==> config.mk <==
export PLATFORM = sky130hd
export DESIGN_NAME = multicycle_control
export DESIGN_NICKNAME = d
export VERILOG_FILES = /design/src/rtl/mips_ctrl_pkg.sv /design/src/rtl/mc_output_decode.sv /design/src/rtl/multicycle_control.sv
export SDC_FILE = /design/constraint.sdc
export NUM_CORES = 1
export LEC_CHECK = 0
export ABC_AREA = 1
export CORE_MARGIN = 2
export CORE_UTILIZATION = 42
export CTS_BUF_LIST = sky130_fd_sc_hd__clkbuf_8 sky130_fd_sc_hd__clkbuf_16
export CTS_CLUSTER_DIAMETER = 150
export DETAILED_ROUTE_END_ITERATION = 10
export PLACE_DENSITY_LB_ADDON = 0.08
export SLEW_MARGIN = 20
export SYNTH_ARGS = -nofsm -noshare
export SYNTH_HDL_FRONTEND = slang
export SYNTH_SLANG_ARGS = --single-unit
==> constraint.sdc <==
create_clock -name clk -period 3.45 [get_ports clk]
set_input_delay 0.69 -clock clk [delete_from_list [all_inputs] [get_ports clk]]
set_output_delay 0.69 -clock clk [all_outputs]
set_load 0.005 [all_outputs]
==> src/rtl/mips_ctrl_pkg.sv <==
// Shared definitions for the multicycle MIPS control path: opcode/funct
// constants, ALUOp encodings (also consumed by the ALU control block),
// the controller state enum, mux-select encodings and the control word.
package mips_ctrl_pkg;

  // Primary opcodes (IR[31:26])
  localparam logic [5:0] OP_RTYPE = 6'b000000;
  localparam logic [5:0] OP_ADDI  = 6'b001000;
  localparam logic [5:0] OP_ORI   = 6'b001101;
  localparam logic [5:0] OP_ANDI  = 6'b001100;
  localparam logic [5:0] OP_LUI   = 6'b001111;
  localparam logic [5:0] OP_LW    = 6'b100011;
  localparam logic [5:0] OP_SW    = 6'b101011;
  localparam logic [5:0] OP_BEQ   = 6'b000100;
  localparam logic [5:0] OP_J     = 6'b000010;

  // R-type function codes (IR[5:0]) that the controller itself cares about
  localparam logic [5:0] FN_JR    = 6'b001000;

  // ALUOp encodings handed to ALU control
  localparam logic [2:0] ALUOP_R    = 3'b111;
  localparam logic [2:0] ALUOP_ADDI = 3'b110;
  localparam logic [2:0] ALUOP_ORI  = 3'b101;
  localparam logic [2:0] ALUOP_ANDI = 3'b011;
  localparam logic [2:0] ALUOP_LUI  = 3'b001;
  localparam logic [2:0] ALUOP_LW   = 3'b010;
  localparam logic [2:0] ALUOP_SW   = 3'b100;
  localparam logic [2:0] ALUOP_BEQ  = 3'b000;

  // ALU B-operand select
  localparam logic [1:0] SRCB_B      = 2'b00;
  localparam logic [1:0] SRCB_FOUR   = 2'b01;
  localparam logic [1:0] SRCB_IMM    = 2'b10;
  localparam logic [1:0] SRCB_IMM_SH = 2'b11;

  // PC source select
  localparam logic [1:0] PCSRC_ALU    = 2'b00;
  localparam logic [1:0] PCSRC_ALUOUT = 2'b01;
  localparam logic [1:0] PCSRC_JUMP   = 2'b10;
  localparam logic [1:0] PCSRC_REG_A  = 2'b11;

  typedef enum logic [3:0] {
    FETCH    = 4'd0,
    DECODE   = 4'd1,
    EXEC_R   = 4'd2,
    EXEC_I   = 4'd3,
    MEM_ADDR = 4'd4,
    MEM_RD   = 4'd5,
    MEM_WR   = 4'd6,
    WB_MEM   = 4'd7,
    WB_R     = 4'd8,
    WB_I     = 4'd9,
    BRANCH   = 4'd10,
    JUMP     = 4'd11,
    JUMP_REG = 4'd12,
    TRAP     = 4'd13
  } state_t;

  typedef struct packed {
    logic       mem_req;
    logic       mem_write;
    logic       iord;
    logic       ir_write;
    logic       pc_write;
    logic       reg_write;
    logic       reg_dst;
    logic       mem_to_reg;
    logic       alu_src_a;
    logic [1:0] alu_src_b;
    logic [1:0] pc_source;
    logic [2:0] alu_op;
    logic       instr_done;
  } ctrl_t;

  // ALUOp for the immediate-arithmetic group; ADDI is the fallback
  function automatic logic [2:0] imm_alu_op(input logic [5:0] op);
    logic [2:0] res;
    case (op)
      OP_ORI:  res = ALUOP_ORI;
      OP_ANDI: res = ALUOP_ANDI;
      OP_LUI:  res = ALUOP_LUI;
      default: res = ALUOP_ADDI;
    endcase
    return res;
  endfunction

  // True for every opcode the controller sequences
  function automatic logic op_supported(input logic [5:0] op);
    logic res;
    case (op)
      OP_RTYPE, OP_ADDI, OP_ORI, OP_ANDI, OP_LUI,
      OP_LW, OP_SW, OP_BEQ, OP_J: res = 1'b1;
      default:                    res = 1'b0;
    endcase
    return res;
  endfunction

endpackage

==> src/rtl/mc_output_decode.sv <==
// Moore output decoder: maps the controller state (plus zero / mem_ready
// where a state qualifies a strobe on them) to the datapath control word.
// Build option: MC_ILLEGAL_TRAP_EN -- when defined, unknown opcodes trap
// instead of completing as a NOP in DECODE.
module mc_output_decode
  import mips_ctrl_pkg::*;
(
  input  state_t     state,
  input  logic [5:0] opcode,
  input  logic       zero,
  input  logic       mem_ready,
  output ctrl_t      ctrl
);

  // Control word per state; anything a state does not name stays 0
  always_comb begin
    ctrl = '0;
    case (state)
      FETCH: begin
        ctrl.mem_req   = 1'b1;
        ctrl.iord      = 1'b0;
        ctrl.alu_src_a = 1'b0;
        ctrl.alu_src_b = SRCB_FOUR;
        ctrl.alu_op    = ALUOP_ADDI;
        if (mem_ready) begin
          ctrl.ir_write  = 1'b1;
          ctrl.pc_write  = 1'b1;
          ctrl.pc_source = PCSRC_ALU;
        end else begin
          ctrl.ir_write  = 1'b0;
          ctrl.pc_write  = 1'b0;
        end
      end
      DECODE: begin
        ctrl.alu_src_a = 1'b0;
        ctrl.alu_src_b = SRCB_IMM_SH;
        ctrl.alu_op    = ALUOP_ADDI;
`ifdef MC_ILLEGAL_TRAP_EN
        ctrl.instr_done = 1'b0;
`else
        // unknown opcode retires here as a NOP
        ctrl.instr_done = ~op_supported(opcode);
`endif
      end
      EXEC_R: begin
        ctrl.alu_src_a = 1'b1;
        ctrl.alu_src_b = SRCB_B;
        ctrl.alu_op    = ALUOP_R;
      end
      WB_R: begin
        ctrl.reg_write  = 1'b1;
        ctrl.reg_dst    = 1'b1;
        ctrl.mem_to_reg = 1'b0;
        ctrl.instr_done = 1'b1;
      end
      EXEC_I: begin
        ctrl.alu_src_a = 1'b1;
        ctrl.alu_src_b = SRCB_IMM;
        ctrl.alu_op    = imm_alu_op(opcode);
      end
      WB_I: begin
        ctrl.reg_write  = 1'b1;
        ctrl.reg_dst    = 1'b0;
        ctrl.mem_to_reg = 1'b0;
        ctrl.instr_done = 1'b1;
      end
      MEM_ADDR: begin
        ctrl.alu_src_a = 1'b1;
        ctrl.alu_src_b = SRCB_IMM;
        if (opcode == OP_SW) begin
          ctrl.alu_op = ALUOP_SW;
        end else begin
          ctrl.alu_op = ALUOP_LW;
        end
      end
      MEM_RD: begin
        ctrl.mem_req = 1'b1;
        ctrl.iord    = 1'b1;
      end
      WB_MEM: begin
        ctrl.reg_write  = 1'b1;
        ctrl.reg_dst    = 1'b0;
        ctrl.mem_to_reg = 1'b1;
        ctrl.instr_done = 1'b1;
      end
      MEM_WR: begin
        ctrl.mem_req    = 1'b1;
        ctrl.mem_write  = 1'b1;
        ctrl.iord       = 1'b1;
        ctrl.instr_done = mem_ready;
      end
      BRANCH: begin
        ctrl.alu_src_a  = 1'b1;
        ctrl.alu_src_b  = SRCB_B;
        ctrl.alu_op     = ALUOP_BEQ;
        ctrl.pc_source  = PCSRC_ALUOUT;
        ctrl.pc_write   = zero;
        ctrl.instr_done = 1'b1;
      end
      JUMP: begin
        ctrl.pc_write   = 1'b1;
        ctrl.pc_source  = PCSRC_JUMP;
        ctrl.instr_done = 1'b1;
      end
      JUMP_REG: begin
        ctrl.pc_write   = 1'b1;
        ctrl.pc_source  = PCSRC_REG_A;
        ctrl.instr_done = 1'b1;
      end
      TRAP: begin
        ctrl = '0;
      end
      default: begin
        ctrl = '0;
      end
    endcase
  end

endmodule

==> src/rtl/multicycle_control.sv <==
// Multicycle MIPS main controller: state register, next-state logic and
// the optional memory-ready wait counter; the control word itself comes
// from mc_output_decode.
// Build option: MC_ILLEGAL_TRAP_EN -- unknown opcodes and memory timeouts
// go to a sticky TRAP state (illegal_op=1) instead of back to FETCH.
module multicycle_control
  import mips_ctrl_pkg::*;
#(
  parameter int MEM_READY_TIMEOUT = 0
) (
  input  logic       clk,
  input  logic       reset,
  input  logic [5:0] opcode,
  input  logic [5:0] funct,
  input  logic       zero,
  input  logic       mem_ready,
  output logic       mem_req,
  output logic       mem_write,
  output logic       iord,
  output logic       ir_write,
  output logic       pc_write,
  output logic       reg_write,
  output logic       reg_dst,
  output logic       mem_to_reg,
  output logic       alu_src_a,
  output logic [1:0] alu_src_b,
  output logic [1:0] pc_source,
  output logic [2:0] alu_op,
  output logic       instr_done,
  output logic       illegal_op
);

  localparam int CNT_W = (MEM_READY_TIMEOUT > 1) ? $clog2(MEM_READY_TIMEOUT) : 1;
  localparam logic [CNT_W-1:0] CNT_LAST = CNT_W'(MEM_READY_TIMEOUT - 1);

`ifdef MC_ILLEGAL_TRAP_EN
  localparam state_t BAD_OP_DEST  = TRAP;
  localparam state_t TIMEOUT_DEST = TRAP;
`else
  localparam state_t BAD_OP_DEST  = FETCH;
  localparam state_t TIMEOUT_DEST = FETCH;
`endif

  state_t           state_q, state_d;
  logic [CNT_W-1:0] wait_cnt_q, wait_cnt_d;
  logic             illegal_q, illegal_d;
  logic             waiting_s;
  logic             timeout_s;
  ctrl_t            ctrl_s;
  ctrl_t            out_s;

  // Memory-wait states and the timeout condition
  always_comb begin
    waiting_s = (state_q == FETCH) || (state_q == MEM_RD) || (state_q == MEM_WR);
    if ((MEM_READY_TIMEOUT > 0) && waiting_s && !mem_ready && (wait_cnt_q == CNT_LAST)) begin
      timeout_s = 1'b1;
    end else begin
      timeout_s = 1'b0;
    end
  end

  // Next-state logic
  always_comb begin
    state_d = state_q;
    case (state_q)
      FETCH: begin
        if (timeout_s) begin
          state_d = TIMEOUT_DEST;
        end else if (mem_ready) begin
          state_d = DECODE;
        end else begin
          state_d = FETCH;
        end
      end
      DECODE: begin
        case (opcode)
          OP_RTYPE: begin
            if (funct == FN_JR) begin
              state_d = JUMP_REG;
            end else begin
              state_d = EXEC_R;
            end
          end
          OP_ADDI, OP_ORI, OP_ANDI, OP_LUI: state_d = EXEC_I;
          OP_LW, OP_SW:                     state_d = MEM_ADDR;
          OP_BEQ:                           state_d = BRANCH;
          OP_J:                             state_d = JUMP;
          default:                          state_d = BAD_OP_DEST;
        endcase
      end
      EXEC_R:   state_d = WB_R;
      WB_R:     state_d = FETCH;
      EXEC_I:   state_d = WB_I;
      WB_I:     state_d = FETCH;
      MEM_ADDR: begin
        if (opcode == OP_SW) begin
          state_d = MEM_WR;
        end else begin
          state_d = MEM_RD;
        end
      end
      MEM_RD: begin
        if (timeout_s) begin
          state_d = TIMEOUT_DEST;
        end else if (mem_ready) begin
          state_d = WB_MEM;
        end else begin
          state_d = MEM_RD;
        end
      end
      WB_MEM:   state_d = FETCH;
      MEM_WR: begin
        if (timeout_s) begin
          state_d = TIMEOUT_DEST;
        end else if (mem_ready) begin
          state_d = FETCH;
        end else begin
          state_d = MEM_WR;
        end
      end
      BRANCH:   state_d = FETCH;
      JUMP:     state_d = FETCH;
      JUMP_REG: state_d = FETCH;
      TRAP:     state_d = TRAP;
      default:  state_d = FETCH;
    endcase
  end

  // Wait counter: restarts on any state change (covers entry to the wait
  // states, including a timeout that lands back in FETCH)
  always_comb begin
    wait_cnt_d = wait_cnt_q;
    if ((state_d != state_q) || timeout_s) begin
      wait_cnt_d = '0;
    end else if ((MEM_READY_TIMEOUT > 0) && waiting_s && !mem_ready) begin
      wait_cnt_d = wait_cnt_q + CNT_W'(1);
    end else begin
      wait_cnt_d = wait_cnt_q;
    end
  end

  // Sticky illegal flag, set on the way into TRAP
  always_comb begin
`ifdef MC_ILLEGAL_TRAP_EN
    illegal_d = illegal_q | (state_d == TRAP);
`else
    illegal_d = 1'b0;
`endif
  end

  // State, counter and flag registers with synchronous reset
  always_ff @(posedge clk) begin
    if (reset) begin
      state_q    <= FETCH;
      wait_cnt_q <= '0;
      illegal_q  <= 1'b0;
    end else begin
      state_q    <= state_d;
      wait_cnt_q <= wait_cnt_d;
      illegal_q  <= illegal_d;
    end
  end

  mc_output_decode u_decode (
    .state     (state_q),
    .opcode    (opcode),
    .zero      (zero),
    .mem_ready (mem_ready),
    .ctrl      (ctrl_s)
  );

  // Everything is quiet while reset is held, so an abandoned instruction
  // cannot emit a last write strobe
  always_comb begin
    if (reset) begin
      out_s = '0;
    end else begin
      out_s = ctrl_s;
    end
  end

  assign mem_req    = out_s.mem_req;
  assign mem_write  = out_s.mem_write;
  assign iord       = out_s.iord;
  assign ir_write   = out_s.ir_write;
  assign pc_write   = out_s.pc_write;
  assign reg_write  = out_s.reg_write;
  assign reg_dst    = out_s.reg_dst;
  assign mem_to_reg = out_s.mem_to_reg;
  assign alu_src_a  = out_s.alu_src_a;
  assign alu_src_b  = out_s.alu_src_b;
  assign pc_source  = out_s.pc_source;
  assign alu_op     = out_s.alu_op;
  assign instr_done = out_s.instr_done;
  assign illegal_op = illegal_q & ~reset;

endmodule

==> results.tsv <==
metric	value	unit
dp_cells	176	
crit_required	2.76	ns
hold_ws	0.628	ns
cp_cell_sequence	clkdlybuf4s50_1 -> nor2_2 -> nand3_1 -> nand2_1 -> nor2_1 -> nand3b_1 -> a21oi_1 -> clkdlybuf4s50_1	
cp_slowest_stage_delay	0.53	ns
initial_core_util	44.8	%
cts.sinks	4	
internal-power	0.000158	W
cp.arrival	2.38	ns
dp_hpwl	1650	µm
ys_warn_count	0	
cts_max_level	1	
core	1510	µm²
antenna_found_initial	0	
clk_latency	0.21	ns
top_register	state_q	
fin_cells	179	
swShare	25.5	%
synth_area	674	µm²
drv_slew	0	
utilization	69.1	%
end_kind	output port	
fin_tns_setup	0	ns
hold_path_class	reg -> reg	
seqPwrFrac	23.7	%
p_leak	0.481	nW
cts_tree	yes	
outcome	finished, final reports clean	
p_sw	0.0000543	W
largest_reg_flops	4	
yosysSeqAreaShare	11.9	%
hold_buffers	0	
routed_wl	1960	µm
post_drt_wl_per_cell	10.9	µm
drcViolationCount	0	
drv_cap	0	
vias_per_cell	5.31	
dieArea	1940	µm²
area_growth	54.4	%
clkPwrFrac	44.7	%
place.port_buffers	32	
vias	951	
syn_inst	131	
top_regs	state_q (4)	
antenna_cells	0	
finalHoldViolations	0	
synth_cell_type_count	23	
period_needed	3.07	ns
ys_ff_latch	4	
rows	14	
grt-ovfl-total	0	
first_pass_iters	4	
finalCritPeriodShare	88.8	%
finalSetupViolations	0	
cts_setup_buffers	0	
syn_area_per_cell	5.15	µm²
fp.dieW	44.1	µm
final_cell_mix	clkdlybuf4s50_1, nor2_1, nand2_1	
ir_worst_vdd	0.000251	V
drt_iter0_drc	20	
start_kind	primary input	
cpMostUsedCell	clkdlybuf4s50_1	
cts_buffers	3	
rsz0062_at_grt	no	
critPathKind	in -> out	
comb_power_share	31.6	%
grt_pass1_vias	788	
cts-root-buf	clkbuf_8	
path_max_fanout	6	
p_per_area	204	nW/µm²
clock_skew	0.00313	ns
critPathTopFamily	buffers and inverters	
final_nets	181	
postRouteAntennaNets	0	
slowest_stage	clkdlybuf4s50_1	
grt_pass1_wl	3150	µm
grt_usage	21.1	%
syn_nets	147	
ios	34	
layout_commonest_cell	clkdlybuf4s50_1	
grt_start_max_net_pins	11	
gp_congestion	0.913	
clk_pin_slew	0.03	ns
cp.buffers_inverters	2	
fmax	0.326	GHz
drive_gt1_share	12.9	%
clk_path_buf_depth	2	
die_h	44.1	µm
cts-resized-gates	0	
-- cell usage after synthesis (all sizes together) --
cell    number  area [µm²]
conb         1        3.75
inv         21        78.8
a31o         1        8.76
buf          2        15.0
nand4        2        12.5
nand3b       1        7.51
a31oi        3        18.8
nor4         1        6.26
a21oi       10        53.8
clkbuf       2        7.51
nand3       17        85.1
nor3         5        36.3
nor2        32         143
dfxtp        4        80.1
nand2       24        92.6
o21ai        5        25.0
-- power groups by stage --
stage / clock [W] / sequential [W] / combinational, W
floorplan: 0 / 0.0000501 / 0.0000311
global placement: 0 / 0.0000509 / 0.0000660
detailed placement: 0 / 0.0000509 / 0.0000667
CTS: 0.0000976 / 0.0000503 / 0.0000672
global route: 0.000101 / 0.0000506 / 0.0000737
finish: 0.0000950 / 0.0000503 / 0.0000671
-- per-layer routing --
layer / up-vias / part of all wire [%] / GRT usage (%)
met4: 0 / 0.41 / 4.85
met5: - / 0 / 0
met1: 423 / 41 / 25.5
met2: 36 / 53 / 37.1
met3: 2 / 5.8 / 5.71
li1: 490 / - / -
-- worst register-to-register path, cell delays in order, from the launching register on --
cell and delay [ns]:
dfxtp_1 0.53, inv_2 0.07, nor2_2 0.17, nand2_1 0.16
nor2_2 0.13, nor3_1 0.06, a21oi_1 0.16
-- worst paths after layout --
path / depth (start not counted) / from / slack [ns] / endpoint
max: 8 / opcode[5] / 0.38 / instr_done
min: 2 / state_q[2]$_SDFF_PP0_ / 0.63 / state_q[3]$_SDFF_PP0_
max reg2reg: 6 / state_q[1]$_SDFF_PP0_ / 2.09 / state_q[1]$_SDFF_PP0_
min reg2reg: 2 / state_q[2]$_SDFF_PP0_ / 0.63 / state_q[3]$_SDFF_PP0_
-- area by class of cell --
cell class	instances	area, µm²
sequential	4	80.1
clock buffer	3	41.3
timing repair buffer	33	328
tap	16	20.0
fill	149	465
inverter	21	78.8
multi-input combinational	102	493
-- per-stage QoR --
step                cell area, µm²  worst slack, ns  power (W)
floorplan                      674             1.43  0.0000811
finish                        1040            0.385   0.000212
global route                  1040            0.266   0.000225
detailed placement            1000            0.378   0.000118
CTS                           1040            0.379   0.000215
global placement              1000            0.422   0.000117
-- cells by family after synthesis --
logic type / Yosys count / synth area share [%]
AOI/OAI and AO/OA: 19 / 15.8
buffers and inverters: 25 / 15.0
DFF: 4 / 11.9
other: 1 / 0.556
and+or+nand+nor: 82 / 56.8
No activity file was read; power rests on OpenSTA's default activity.
